$ cat config.mk
export PLATFORM = sky130hd
export DESIGN_NAME = alu_mdu
export DESIGN_NICKNAME = d
export VERILOG_FILES = /design/src/rtl/alu_mdu.sv
export SDC_FILE = /design/constraint.sdc
export NUM_CORES = 1
export LEC_CHECK = 0
export BUFFER_PORTS_ARGS = -buffer_cell sky130_fd_sc_hd__buf_2
export CAP_MARGIN = 20
export CORE_ASPECT_RATIO = 1.4
export CORE_MARGIN = 2
export CORE_UTILIZATION = 39
export CTS_CLUSTER_DIAMETER = 200
export CTS_CLUSTER_SIZE = 40
export DETAILED_ROUTE_END_ITERATION = 8
export PLACE_DENSITY = 0.65
export SYNTH_ARGS = -nofsm -noshare
export SYNTH_HDL_FRONTEND = slang
export SYNTH_SLANG_ARGS = --single-unit
$ cat constraint.sdc
create_clock -name clk -period 8.7 [get_ports clk]
set_input_delay 0 -clock clk [delete_from_list [all_inputs] [get_ports clk]]
set_output_delay 0 -clock clk [all_outputs]
set_load 0.01 [all_outputs]
$ cat src/rtl/alu_mdu.sv
// alu_mdu: EX-stage execution unit. Single-cycle ALU operations, plus an
// iterative unsigned multiply (shift-add) and divide (restoring), each taking
// WIDTH iterations. A valid/ready handshake stalls the pipeline while an
// iterative operation is in flight.
module alu_mdu #(
   parameter int WIDTH = 16
) (
   input  logic             clk,
   input  logic             rst,
   input  logic             in_valid,
   output logic             in_ready,
   input  logic [3:0]       op,
   input  logic [WIDTH-1:0] a,
   input  logic [WIDTH-1:0] b,
   input  logic             flush,
   output logic             out_valid,
   output logic [WIDTH-1:0] result,
   output logic [WIDTH-1:0] hi,
   output logic             zero,
   output logic             ovf
);

   localparam int SHW = $clog2(WIDTH);

   localparam logic [3:0] OP_SUB  = 4'b0001;
   localparam logic [3:0] OP_AND  = 4'b0010;
   localparam logic [3:0] OP_OR   = 4'b0011;
   localparam logic [3:0] OP_XOR  = 4'b0100;
   localparam logic [3:0] OP_NOT  = 4'b0101;
   localparam logic [3:0] OP_SLL  = 4'b0110;
   localparam logic [3:0] OP_SRL  = 4'b0111;
   localparam logic [3:0] OP_SRA  = 4'b1000;
   localparam logic [3:0] OP_SLT  = 4'b1001;
   localparam logic [3:0] OP_SLTU = 4'b1010;
   localparam logic [3:0] OP_MULT = 4'b1011;
   localparam logic [3:0] OP_DIVU = 4'b1100;

   localparam logic [SHW:0] CNT_LOAD = (SHW+1)'(WIDTH);
   localparam logic [SHW:0] CNT_ONE  = (SHW+1)'(1);

   typedef enum logic {IDLE, RUN} state_t;

   state_t           state_q, state_d;
   logic [SHW:0]     cnt_q, cnt_d;
   logic             is_div_q, is_div_d;
   logic [WIDTH-1:0] acc_q, acc_d;     // high product half / partial remainder
   logic [WIDTH-1:0] lo_q, lo_d;       // multiplier->low product / dividend->quotient
   logic [WIDTH-1:0] opb_q, opb_d;     // multiplicand / divisor
   logic             out_valid_q, out_valid_d;
   logic [WIDTH-1:0] result_q, result_d;
   logic [WIDTH-1:0] hi_q, hi_d;
   logic             zero_q, zero_d;
   logic             ovf_q, ovf_d;

   logic signed [WIDTH-1:0] a_s, b_s;
   logic [SHW-1:0]   shamt;
   logic [WIDTH-1:0] sum, diff;
   logic [WIDTH-1:0] alu_res;
   logic             alu_ovf;
   logic [WIDTH:0]   mul_sum;
   logic [WIDTH:0]   rem_sh;
   logic [WIDTH-1:0] rem_sub;
   logic             rem_ge;
   logic [WIDTH-1:0] it_acc, it_lo;

   assign a_s       = a;
   assign b_s       = b;
   assign shamt     = b[SHW-1:0];
   assign in_ready  = (state_q == IDLE);
   assign out_valid = out_valid_q;
   assign result    = result_q;
   assign hi        = hi_q;
   assign zero      = zero_q;
   assign ovf       = ovf_q;

   // Single-cycle ALU result and signed-overflow flag; unknown codes act as ADD.
   always_comb begin
      sum     = a + b;
      diff    = a - b;
      alu_res = sum;
      alu_ovf = (a[WIDTH-1] == b[WIDTH-1]) && (sum[WIDTH-1] != a[WIDTH-1]);
      case (op)
         OP_SUB: begin
            alu_res = diff;
            alu_ovf = (a[WIDTH-1] != b[WIDTH-1]) && (diff[WIDTH-1] != a[WIDTH-1]);
         end
         OP_AND:  begin alu_res = a & b;         alu_ovf = 1'b0; end
         OP_OR:   begin alu_res = a | b;         alu_ovf = 1'b0; end
         OP_XOR:  begin alu_res = a ^ b;         alu_ovf = 1'b0; end
         OP_NOT:  begin alu_res = ~a;            alu_ovf = 1'b0; end
         OP_SLL:  begin alu_res = a << shamt;    alu_ovf = 1'b0; end
         OP_SRL:  begin alu_res = a >> shamt;    alu_ovf = 1'b0; end
         OP_SRA:  begin alu_res = a_s >>> shamt; alu_ovf = 1'b0; end
         OP_SLT: begin
            alu_res = {{(WIDTH-1){1'b0}}, (a_s < b_s)};
            alu_ovf = 1'b0;
         end
         OP_SLTU: begin
            alu_res = {{(WIDTH-1){1'b0}}, (a < b)};
            alu_ovf = 1'b0;
         end
         default: ;
      endcase
   end

   // One multiply or divide iteration over the shared acc/lo registers.
   // A zero divisor naturally yields an all-ones quotient and remainder = a.
   always_comb begin
      mul_sum = {1'b0, acc_q} + (lo_q[0] ? {1'b0, opb_q} : {(WIDTH+1){1'b0}});
      rem_sh  = {acc_q, lo_q[WIDTH-1]};
      rem_ge  = (rem_sh >= {1'b0, opb_q});
      rem_sub = rem_sh[WIDTH-1:0] - opb_q;
      if (is_div_q) begin
         it_acc = rem_ge ? rem_sub : rem_sh[WIDTH-1:0];
         it_lo  = {lo_q[WIDTH-2:0], rem_ge};
      end else begin
         it_acc = mul_sum[WIDTH:1];
         it_lo  = {mul_sum[0], lo_q[WIDTH-1:1]};
      end
   end

   // Next-state: accept in IDLE, iterate in RUN, flush aborts without a pulse.
   always_comb begin
      state_d     = state_q;
      cnt_d       = cnt_q;
      is_div_d    = is_div_q;
      acc_d       = acc_q;
      lo_d        = lo_q;
      opb_d       = opb_q;
      out_valid_d = 1'b0;
      result_d    = result_q;
      hi_d        = hi_q;
      zero_d      = zero_q;
      ovf_d       = ovf_q;
      case (state_q)
         IDLE: begin
            if (in_valid && !flush) begin
               if (op == OP_MULT || op == OP_DIVU) begin
                  state_d  = RUN;
                  cnt_d    = CNT_LOAD;
                  is_div_d = (op == OP_DIVU);
                  acc_d    = '0;
                  lo_d     = a;
                  opb_d    = b;
               end else begin
                  out_valid_d = 1'b1;
                  result_d    = alu_res;
                  hi_d        = '0;
                  zero_d      = (alu_res == '0);
                  ovf_d       = alu_ovf;
               end
            end
         end
         RUN: begin
            if (flush) begin
               state_d = IDLE;
               cnt_d   = '0;
            end else begin
               acc_d = it_acc;
               lo_d  = it_lo;
               cnt_d = cnt_q - CNT_ONE;
               if (cnt_q == CNT_ONE) begin
                  state_d     = IDLE;
                  out_valid_d = 1'b1;
                  result_d    = it_lo;
                  hi_d        = it_acc;
                  zero_d      = (it_lo == '0);
                  ovf_d       = 1'b0;
               end
            end
         end
         default: state_d = IDLE;
      endcase
   end

   // Control state and visible outputs, cleared by the active-low reset.
   always_ff @(posedge clk) begin
      if (!rst) begin
         state_q     <= IDLE;
         cnt_q       <= '0;
         out_valid_q <= 1'b0;
         result_q    <= '0;
         hi_q        <= '0;
         zero_q      <= 1'b0;
         ovf_q       <= 1'b0;
      end else begin
         state_q     <= state_d;
         cnt_q       <= cnt_d;
         out_valid_q <= out_valid_d;
         result_q    <= result_d;
         hi_q        <= hi_d;
         zero_q      <= zero_d;
         ovf_q       <= ovf_d;
      end
   end

   // Iteration datapath; contents are don't-care outside RUN, so no reset.
   always_ff @(posedge clk) begin
      is_div_q <= is_div_d;
      acc_q    <= acc_d;
      lo_q     <= lo_d;
      opb_q    <= opb_d;
   end

endmodule

# Word-level counts from Yosys, hierarchy flattened
# Cells that the tools add are included.
# totals
latchBits,0
inputBits,40
ramBits,0
mem_bits_ro,0
memories,0
register_bits,90
output_inout_bits,36
elab_cells,109
# classes
reduce_logical,12
bitwise_logic,5
div,0
add_sub_neg,5
multipliers,0
n_lt_le_gt_ge,3
shifts,3
n_eq_ne,22
mux,48
# ops
op,count
two-way mux 16 bit,18
one-hot mux 16 bit (10 select lines),1
one-hot mux 16 bit (2 select lines),4
logical NOT 16 bit,2
less-than comparator 16 bit,2
subtractor 16 bit,2
equality test 4 bit (second input constant),5
adder 16 x 16 -> 17 bit,1
greater-or-equal comparator 17 x 16 -> 1 bit,1
adder 16 bit,1
bitwise AND 16 bit,1
equality test 4 x 3 -> 1 bit (second input constant),4
two-way mux 1 bit,16
inverter 16 bit,1
OR 16 bit,1
<< shifter 16 x 4 -> 16 bit,1
right shift 16 x 4 -> 16 bit,1
>>> shifter 16 x 4 -> 16 bit,1
XOR 16 bit,1
two-way mux 5 bit,3
one-hot mux 1 bit (2 select lines),5
one-hot mux 5 bit (2 select lines),1
OR reduction 9 bit,1
equality test 4 x 2 -> 1 bit (second input constant),2
14 further kinds,22

# Logic depth before layout (Yosys ltp)
# Gate-level depths: netlist of the first run.
# depth
depth_word,7
ltp_mapped,14

# Worst setup path before layout of the first run
# OpenSTA, ideal clock, no wires.
# synth_timing
path_kind,reg-to-reg
start,register lo_q[0]
end,"register acc_q[14], data pin"
stages_incl_launch_ff,13
synth_period_minus_slack_ns,2.957
n_path_buf,1
setup_ns,0.269
arrival_time_ns,2.689
path_slack_ns,5.743
cell_sequence,edfxtp_1 -> clkbuf_1 -> and2_1 -> ha_1 -> a211oi_1 -> o21ai_0 -> a31oi_1 -> a21oi_1 -> a2111o_1 -> nand2_1 -> nor3_1 -> o41ai_1 -> nor2_1
# synth_via
elab_chain_cells,5
# synth_rtl
item,line,source
"start, declared",47,"logic [WIDTH-1:0] lo_q, lo_d;"
"start signal, assigned",201,lo_q <= lo_d;
two-way mux 16 bit,109,"mul_sum = {1'b0, acc_q} + (lo_q[0] ? {1'b0, opb_q} : {(WIDTH+1){1'b0}});"
adder 16 x 16 -> 17 bit,109,
two-way mux 16 bit,113,if (is_div_q) begin
two-way mux 16 bit,155,if (flush) begin
one-hot mux 16 bit (2 select lines),135,case (state_q)
named net acc_d[14],46,"logic [WIDTH-1:0] acc_q, acc_d;"
"end signal, assigned",200,acc_q <= acc_d;
"end, declared",46,
# The timed path passes the listed nets, and every way through them passes these cells. The select of a mux whose other input is x is not followed.
# A chain may end at the register's enable or synchronous reset.

# Final worst setup path of the first run
# layout_timing
start,register cnt_q[0]
end,register zero_q (netlist: zero)
# layout_via
elab_chain_cells,3
# layout_rtl
item,line,source
"start, declared",44,"logic [SHW:0] cnt_q, cnt_d;"
"start signal, assigned",188,cnt_q <= cnt_d;
equality test 5 x 1 -> 1 bit,162,if (cnt_q == CNT_ONE) begin
inequality test 2 x 1 -> 1 bit (no source line),n/a,
AND reduction 4 bit (no source line),n/a,
"end signal, assigned",192,zero_q <= zero_d;
"end, declared",52,"logic zero_q, zero_d;"
# No other way between the ends.

==> results.ini, run 1 <==
[place]
gpl.final_weighted_congestion = 0.979
detailedPlacementHpwl_um = 26900
port-buffer-count = 75

[sta]
slew_worst_pin_ns = 1.11
max-slew-margin-rel_pct = 26.1
unrepaired_setup_endpoints_after_global_routing = no
maxClockFrequency_ghz = 0.236
timing.final.hold_violations = 0
final.setup.tns_ns = 0
setup-violations-final = 0
timing.clock.skew_ns = 0.00684
period_share_pct = 48.7
report.final.slew_viol_count = 0
layout_min_cycle_time_ns = 4.24

[die]
fp-row-count = 69
die_x_um = 140
die_height_um = 194
floorplan.initialDensity_pct = 39.5
area_of_the_core_region_um2 = 25400
design.die.area_um2 = 27100
pin_count = 76

[routing]
detail_route.vias_per_cell = 6.38
iter_0_drt_violations = 1095
routed_wire_length_per_instance_um = 22.5
drt-pass1-iter-count = 6
post-route-drc-count = 0
ant_nets = 0
routed_wl_um = 35200
via_count = 9978

[worst_setup_path]
worst-setup-path-type = flop to flop
crit_fanout = 24
arrival_ns = 4.52
critical_path_endpoint_category = flop
worst_setup_path_start_kind = flop
worst_ep_required_time_ns = 8.98

[yosys]
dominant_cells_by_area_after_synthesis = edfxtp_1 15%, ha_1 10%, dfxtp_1 8.2%
yosys_warnings = 0
synth_area_leader_cell = edfxtp_1
netlist_top_cells_count = 103 x nand2_1, 96 x nor2_1, 83 x ha_1
asyncSetResetFlopFracSynth_pct = 0
yosys.cell_count.top_type = nand2_1
syn-mean-instance-area_um2 = 8.32
syn_inst = 1206
synthesis.nets = 1333
syn_area_um2 = 10000
synth_edf_count = 49
postSynthRegisterBits = 90
synth.lib_cells_used.distinct = 97
synth_top_cell_area_share_pct = 14.7
synth_ff_type = edfxtp_1
share_of_the_yosys_chip_area_belonging_to_registers_pct = 22.8

[cts]
clk-insertion-delay-late_ns = 0.35
cts.sink_count = 90
cts_tree = yes
cts-buffers-inserted = 9
holdBufCountCts = 12
cts.root.buffer_cell = clkbuf_16
post_cts_buffers = 0
clkSlewWorstSetupHoldPaths_ns = 0.06
postCtsResizedCells = 0
htreeDepth = 3
cts_buffer_depth = 2

[finish]
fillCellCount = 2559
drive_gt1_share_pct = 12.2
finish.utilization_pct = 42.7
seq_cell_area_um2 = 2290
area_of_the_multi_input_gates_um2 = 6990
layout.nets = 1368
antenna_cells = 0
syn_to_final_growth_pct = 7.94

[global_routing]
antenna_found_initial = 0
track_usage_pct = 25.4
total_gr_overflow = 0
grt_pass1_wl_um = 54500
grt_start_max_net_pins = 49
grt_pass1_vias = 9626

[power]
vdd_drop_max_mv = 0.0821
power.density_nw_per_um2 = 113
leakagePower_nw = 4.43

[outcome]
run_status = finished, final reports clean

[worst_hold_path]
worstHoldPathType = primary input to flop

[run]
max-cap-violations = 0

[cells by family (layout without fill, tap and decap cells)]
family / count (synthesis) / in the layout / synth area share, %
DFF: 90 / 90 / 22.8
buffers and inverters: 150 / 190 / 7.60
muxes: 66 / 66 / 8.95
and+or+nand+nor: 389 / 389 / 19.3
xor gates and xnor gates: 25 / 25 / 2.18
AOI/OAI and AO/OA: 399 / 399 / 28.0
adders and majority gates: 87 / 87 / 11.1
[state kept, by name, indices dropped and copies added (netlist names)]
name / count
acc_q: 16
hi: 16
zero: 1
ovf: 1
is_div_q: 1
state_q: 1
cnt_q: 5
lo_q: 16
out_valid: 1
result: 16
opb_q: 16
[where the power goes]
group          total [mW]  leakage [nW]  switching, mW  internal (mW)
logic               0.368          3.51          0.231          0.137
clock network       0.388         0.145          0.168          0.219
registers           0.465         0.784        0.00768          0.457
[path summary, 6_finish.rpt]
check             startpoint  endpoint  slack [ns]  depth (start not counted)
hold / removal         flush  cnt_q[4]        0.15                          4
setup reg to reg    cnt_q[0]      zero        4.46                         10
setup / recovery    cnt_q[0]      zero        4.46                         10
hold reg to reg       hi[11]    hi[11]        0.47                          2
[layout make-up]
class | instances | area share [%]
Clock buffer | 13 | 2.51
Clock inverter | 3 | 0.185
Timing Repair Buffer | 97 | 5.27
Tap cell | 319 | 3.68
Multi-Input combinational cell | 966 | 64.5
Sequential cell | 90 | 21.2
Inverter | 77 | 2.67
[worst max-delay path: stages, from the launching register on]
cell	delay, ns
dfxtp_1	0.39
ha_1	0.17
nor4b_1	0.66
nand2_1	0.37
nand2_1	0.83
nand2_1	0.25
inv_1	0.49
o2111ai_1	0.23
nor4b_2	0.41
nand4_1	0.20
o2bb2ai_1	0.17
[layout by cell type (no fill, tap or decap), types with 23 or more instances in the layout]
master	synthesis	routed
nand2_1	103	103
nor2_1	96	96
ha_1	83	83
a21oi_1	76	75
buf_2	11	75
inv_1	74	74
o21ai_0	64	64
edfxtp_1	49	49
dfxtp_1	41	41
nand3_1	35	35
mux2i_1	35	35
nor3_1	32	32
a21boi_0	29	29
and2_1	23	23
[routing by layer]
metal | vias up | share of wire, % | GRT usage [%]
met5 | - | 0 | 0
met4 | 0 | 5.3 | 12.7
met3 | 116 | 5.5 | 2.54
met2 | 441 | 49 | 44.9
met1 | 4807 | 40 | 30.4
li1 | 4614 | - | -
[through the flow]
stage	instance area [um^2]	setup slack (ns)	hold slack, ns	power [mW]	instances
after floorplan	10000	5.74	0.0989	0.725	1206
after global placement	10400	4.52	0.216	0.826	1537
after detailed placement	10400	4.48	0.222	0.829	1537
after CTS	10800	4.44	0.124	1.22	1565
after global routing	10800	4.16	0.169	1.27	1565
final	10800	4.46	0.146	1.22	1565
No activity file was read; power rests on OpenSTA's default activity.
==> run 2: changes to the inputs <==
--- a/config.mk
+++ b/config.mk
@@ -13,7 +13,7 @@
 export CTS_CLUSTER_DIAMETER = 200
 export CTS_CLUSTER_SIZE = 40
 export DETAILED_ROUTE_END_ITERATION = 8
-export PLACE_DENSITY = 0.65
+export PLACE_DENSITY = 0.67
 export SYNTH_ARGS = -nofsm -noshare
 export SYNTH_HDL_FRONTEND = slang
 export SYNTH_SLANG_ARGS = --single-unit
==> constraint.sdc (replaced) <==
create_clock -name clk -period 3.79 [get_ports clk]
set_input_delay 0 -clock clk [delete_from_list [all_inputs] [get_ports clk]]
set_output_delay 0 -clock clk [all_outputs]
set_load 0.01 [all_outputs]
==> run 2 against run 1 <==
Combinational power rose by 140%. Sequential cell count did not move. Sequential share of layout area fell by 0.46 points. Clock power rose by 140%. Sequential power rose by 130%. Non-clock buffer count rose by 31. Via count rose by 0.80%. Worst setup slack got worse by 4.1 ns. Clock skew rose by 0.0077 ns. Total power rose by 140%. Final area rose by 2.2%. Critical path type unchanged.
==> results.ini, run 2 (synthesis gave the netlist of run 1 again) <==
[finish]
antenna_cells = 0  ; unchanged
post-route-cell-area_um2 = 11100  ; +2.2%
drive_gt1_share_pct = 14.5  ; +2.3 points
instances_no_fill = 1596  ; +2.0%
layout.nets = 1399  ; +2.3%
finish.utilization_pct = 43.6  ; +0.95 points
syn_to_final_growth_pct = 10.3
mostFrequentLayoutCell = nand2_1
layout.cells.most_common_list = 103 x nand2_1, 96 x nor2_1, 83 x ha_1, 75 x a21oi_1, 75 x buf_2

[worst_setup_path]
crit_fanout = 8  ; -67%
worst_ep_required_time_ns = 3.88  ; -5.10 ns
arrival_ns = 3.55  ; -0.97 ns
worst_setup_path_start_kind = flop
reg2reg_depth = 11  ; +1
critical_path_endpoint_category = flop
worst-setup-path-type = flop to flop

[cts]
cts_buffer_depth = 2  ; unchanged
post_cts_buffers = 0  ; unchanged
clk-insertion-delay-late_ns = 0.36  ; about the same
htreeDepth = 3  ; unchanged
cts-buffers-inserted = 9  ; unchanged
cts_tree = yes
cts.sink_count = 90  ; unchanged
clkSlewWorstSetupHoldPaths_ns = 0.07  ; about the same
postCtsResizedCells = 0  ; unchanged
cts.root.buffer_cell = clkbuf_16

[routing]
ant_nets = 0  ; unchanged
m1_wl_um = 13800  ; -1.8%
routed_wl_um = 35900  ; +1.9%
post-route-drc-count = 0  ; unchanged
routed_wire_length_per_instance_um = 22.5  ; about the same
drt-pass1-iter-count = 5  ; -1
dr.max_layer_used = met4
met2_wirelength_um = 17800  ; +2.7%
iter_0_drt_violations = 835  ; -24%
detail_route.vias_per_cell = 6.30  ; -1.2%
via_count = 10100  ; +0.80%
met3WireLength_um = 2090  ; +7.4%

[sta]
max-slew-margin-rel_pct = 25.5  ; -0.60 points
worst_slack_ns = 0.332  ; -4.13 ns
timing.final.hold_violations = 0  ; unchanged
period_share_pct = 91.2  ; +43 points
hold-worst-slack_ns = 0.103  ; -0.0424 ns
final.setup.tns_ns = 0  ; unchanged
maxClockFrequency_ghz = 0.289  ; +23%
slew_worst_pin_ns = 1.11  ; +0.00897 ns
unrepaired_setup_endpoints_after_global_routing = no
report.final.slew_viol_count = 0  ; unchanged
layout_min_cycle_time_ns = 3.46  ; -0.782 ns
timing.clock.skew_ns = 0.0146  ; +0.00774 ns
setup-violations-final = 0  ; unchanged

[place]
gpl.final_weighted_congestion = 0.991  ; +1.2%
number_of_placed_instances_with_taps_included = 1568  ; +2.0%
port-buffer-count = 75  ; unchanged
placement.cell_area_um2 = 10700  ; +2.2%
detailedPlacementHpwl_um = 27800  ; +3.3%
dp_slack_ns = 0.355  ; -4.12 ns

[global_routing]
antenna_found_initial = 0  ; unchanged
total_gr_overflow = 0  ; unchanged
grt_pass1_wl_um = 55600  ; +2.0%
grt_pass1_vias = 9762  ; +1.4%
track_usage_pct = 25.9  ; +0.56 points
grt_start_max_net_pins = 43  ; -12%

[run]
max-cap-violations = 0  ; unchanged

[die]
pin_count = 76  ; unchanged
die_x_um = 140  ; unchanged
die_height_um = 194  ; unchanged
design.die.area_um2 = 27100  ; unchanged
fp-row-count = 69  ; unchanged
area_of_the_core_region_um2 = 25400  ; unchanged
floorplan.initialDensity_pct = 39.5  ; unchanged

[power]
power.density_nw_per_um2 = 259  ; +130%
leakagePower_nw = 4.59  ; +3.5%
power.total_mw = 2.87  ; +140%
vdd_drop_max_mv = 0.239  ; +190%

[worst_hold_path]
hold_depth = 3  ; -1
worstHoldPathType = primary input to flop

[outcome]
run_status = finished, final reports clean

-- run 2: changes by cell type in the layout (fill, tap and decap cells not counted), sizes merged --
cell and change:
buf +31, bufinv +1, clkbuf -4, clkinv +2, inv +1
-- run 2: worst max-delay path, cell delays in order (launching register included) --
cell      delay (ns)
edfxtp_1        0.49
and2_1          0.24
ha_1            0.30
a211oi_1        0.32
o21ai_0         0.17
a31oi_1         0.33
a21oi_1         0.21
a2111o_1        0.43
nand2_1         0.11
nor3_1          0.06
o41ai_1         0.47
nor2_1          0.07
-- run 2: metal layers --
| metal | global-route usage, % | vias to the layer above |
|---|---|---|
| li1 | - | 4675 |
| met3 | 2.47 | 108 |
| met5 | 0 | - |
| met4 | 13.9 | 0 |
| met2 | 45.8 | 423 |
| met1 | 30.9 | 4852 |
-- run 2: area by class of cell --
class | instances | area, um^2
inverters | 77 | 289
multi-input cells | 966 | 6990
clock buffers | 9 | 225
flip-flops and latches | 90 | 2290
fillers | 2583 | 14300
clock inverters | 7 | 75.1
repair buffers | 128 | 803
well taps | 319 | 399
-- run 2: final timing paths --
kind	start	slack [ns]	endpoint
min	rst	0.10	result[14]
max reg2reg	lo_q[0]	0.33	acc_q[14]
min reg2reg	hi[7]	0.46	hi[7]
max	lo_q[0]	0.33	acc_q[14]
-- run 2: timing repair --
| action | 4_1_cts | 5_1_grt |
|---|---|---|
| hold endpoints to repair | 12 | 0 |
| hold buffers | 12 | 0 |
| setup endpoints to repair | 0 | 0 |
-- run 2: report_power, final --
part	total, mW	switching [mW]	internal, mW	leakage [nW]
Clock	0.933	0.417	0.516	0.150
Combinational	0.874	0.543	0.332	3.65
Sequential	1.07	0.0168	1.05	0.784
Total	2.87	0.976	1.90	4.59
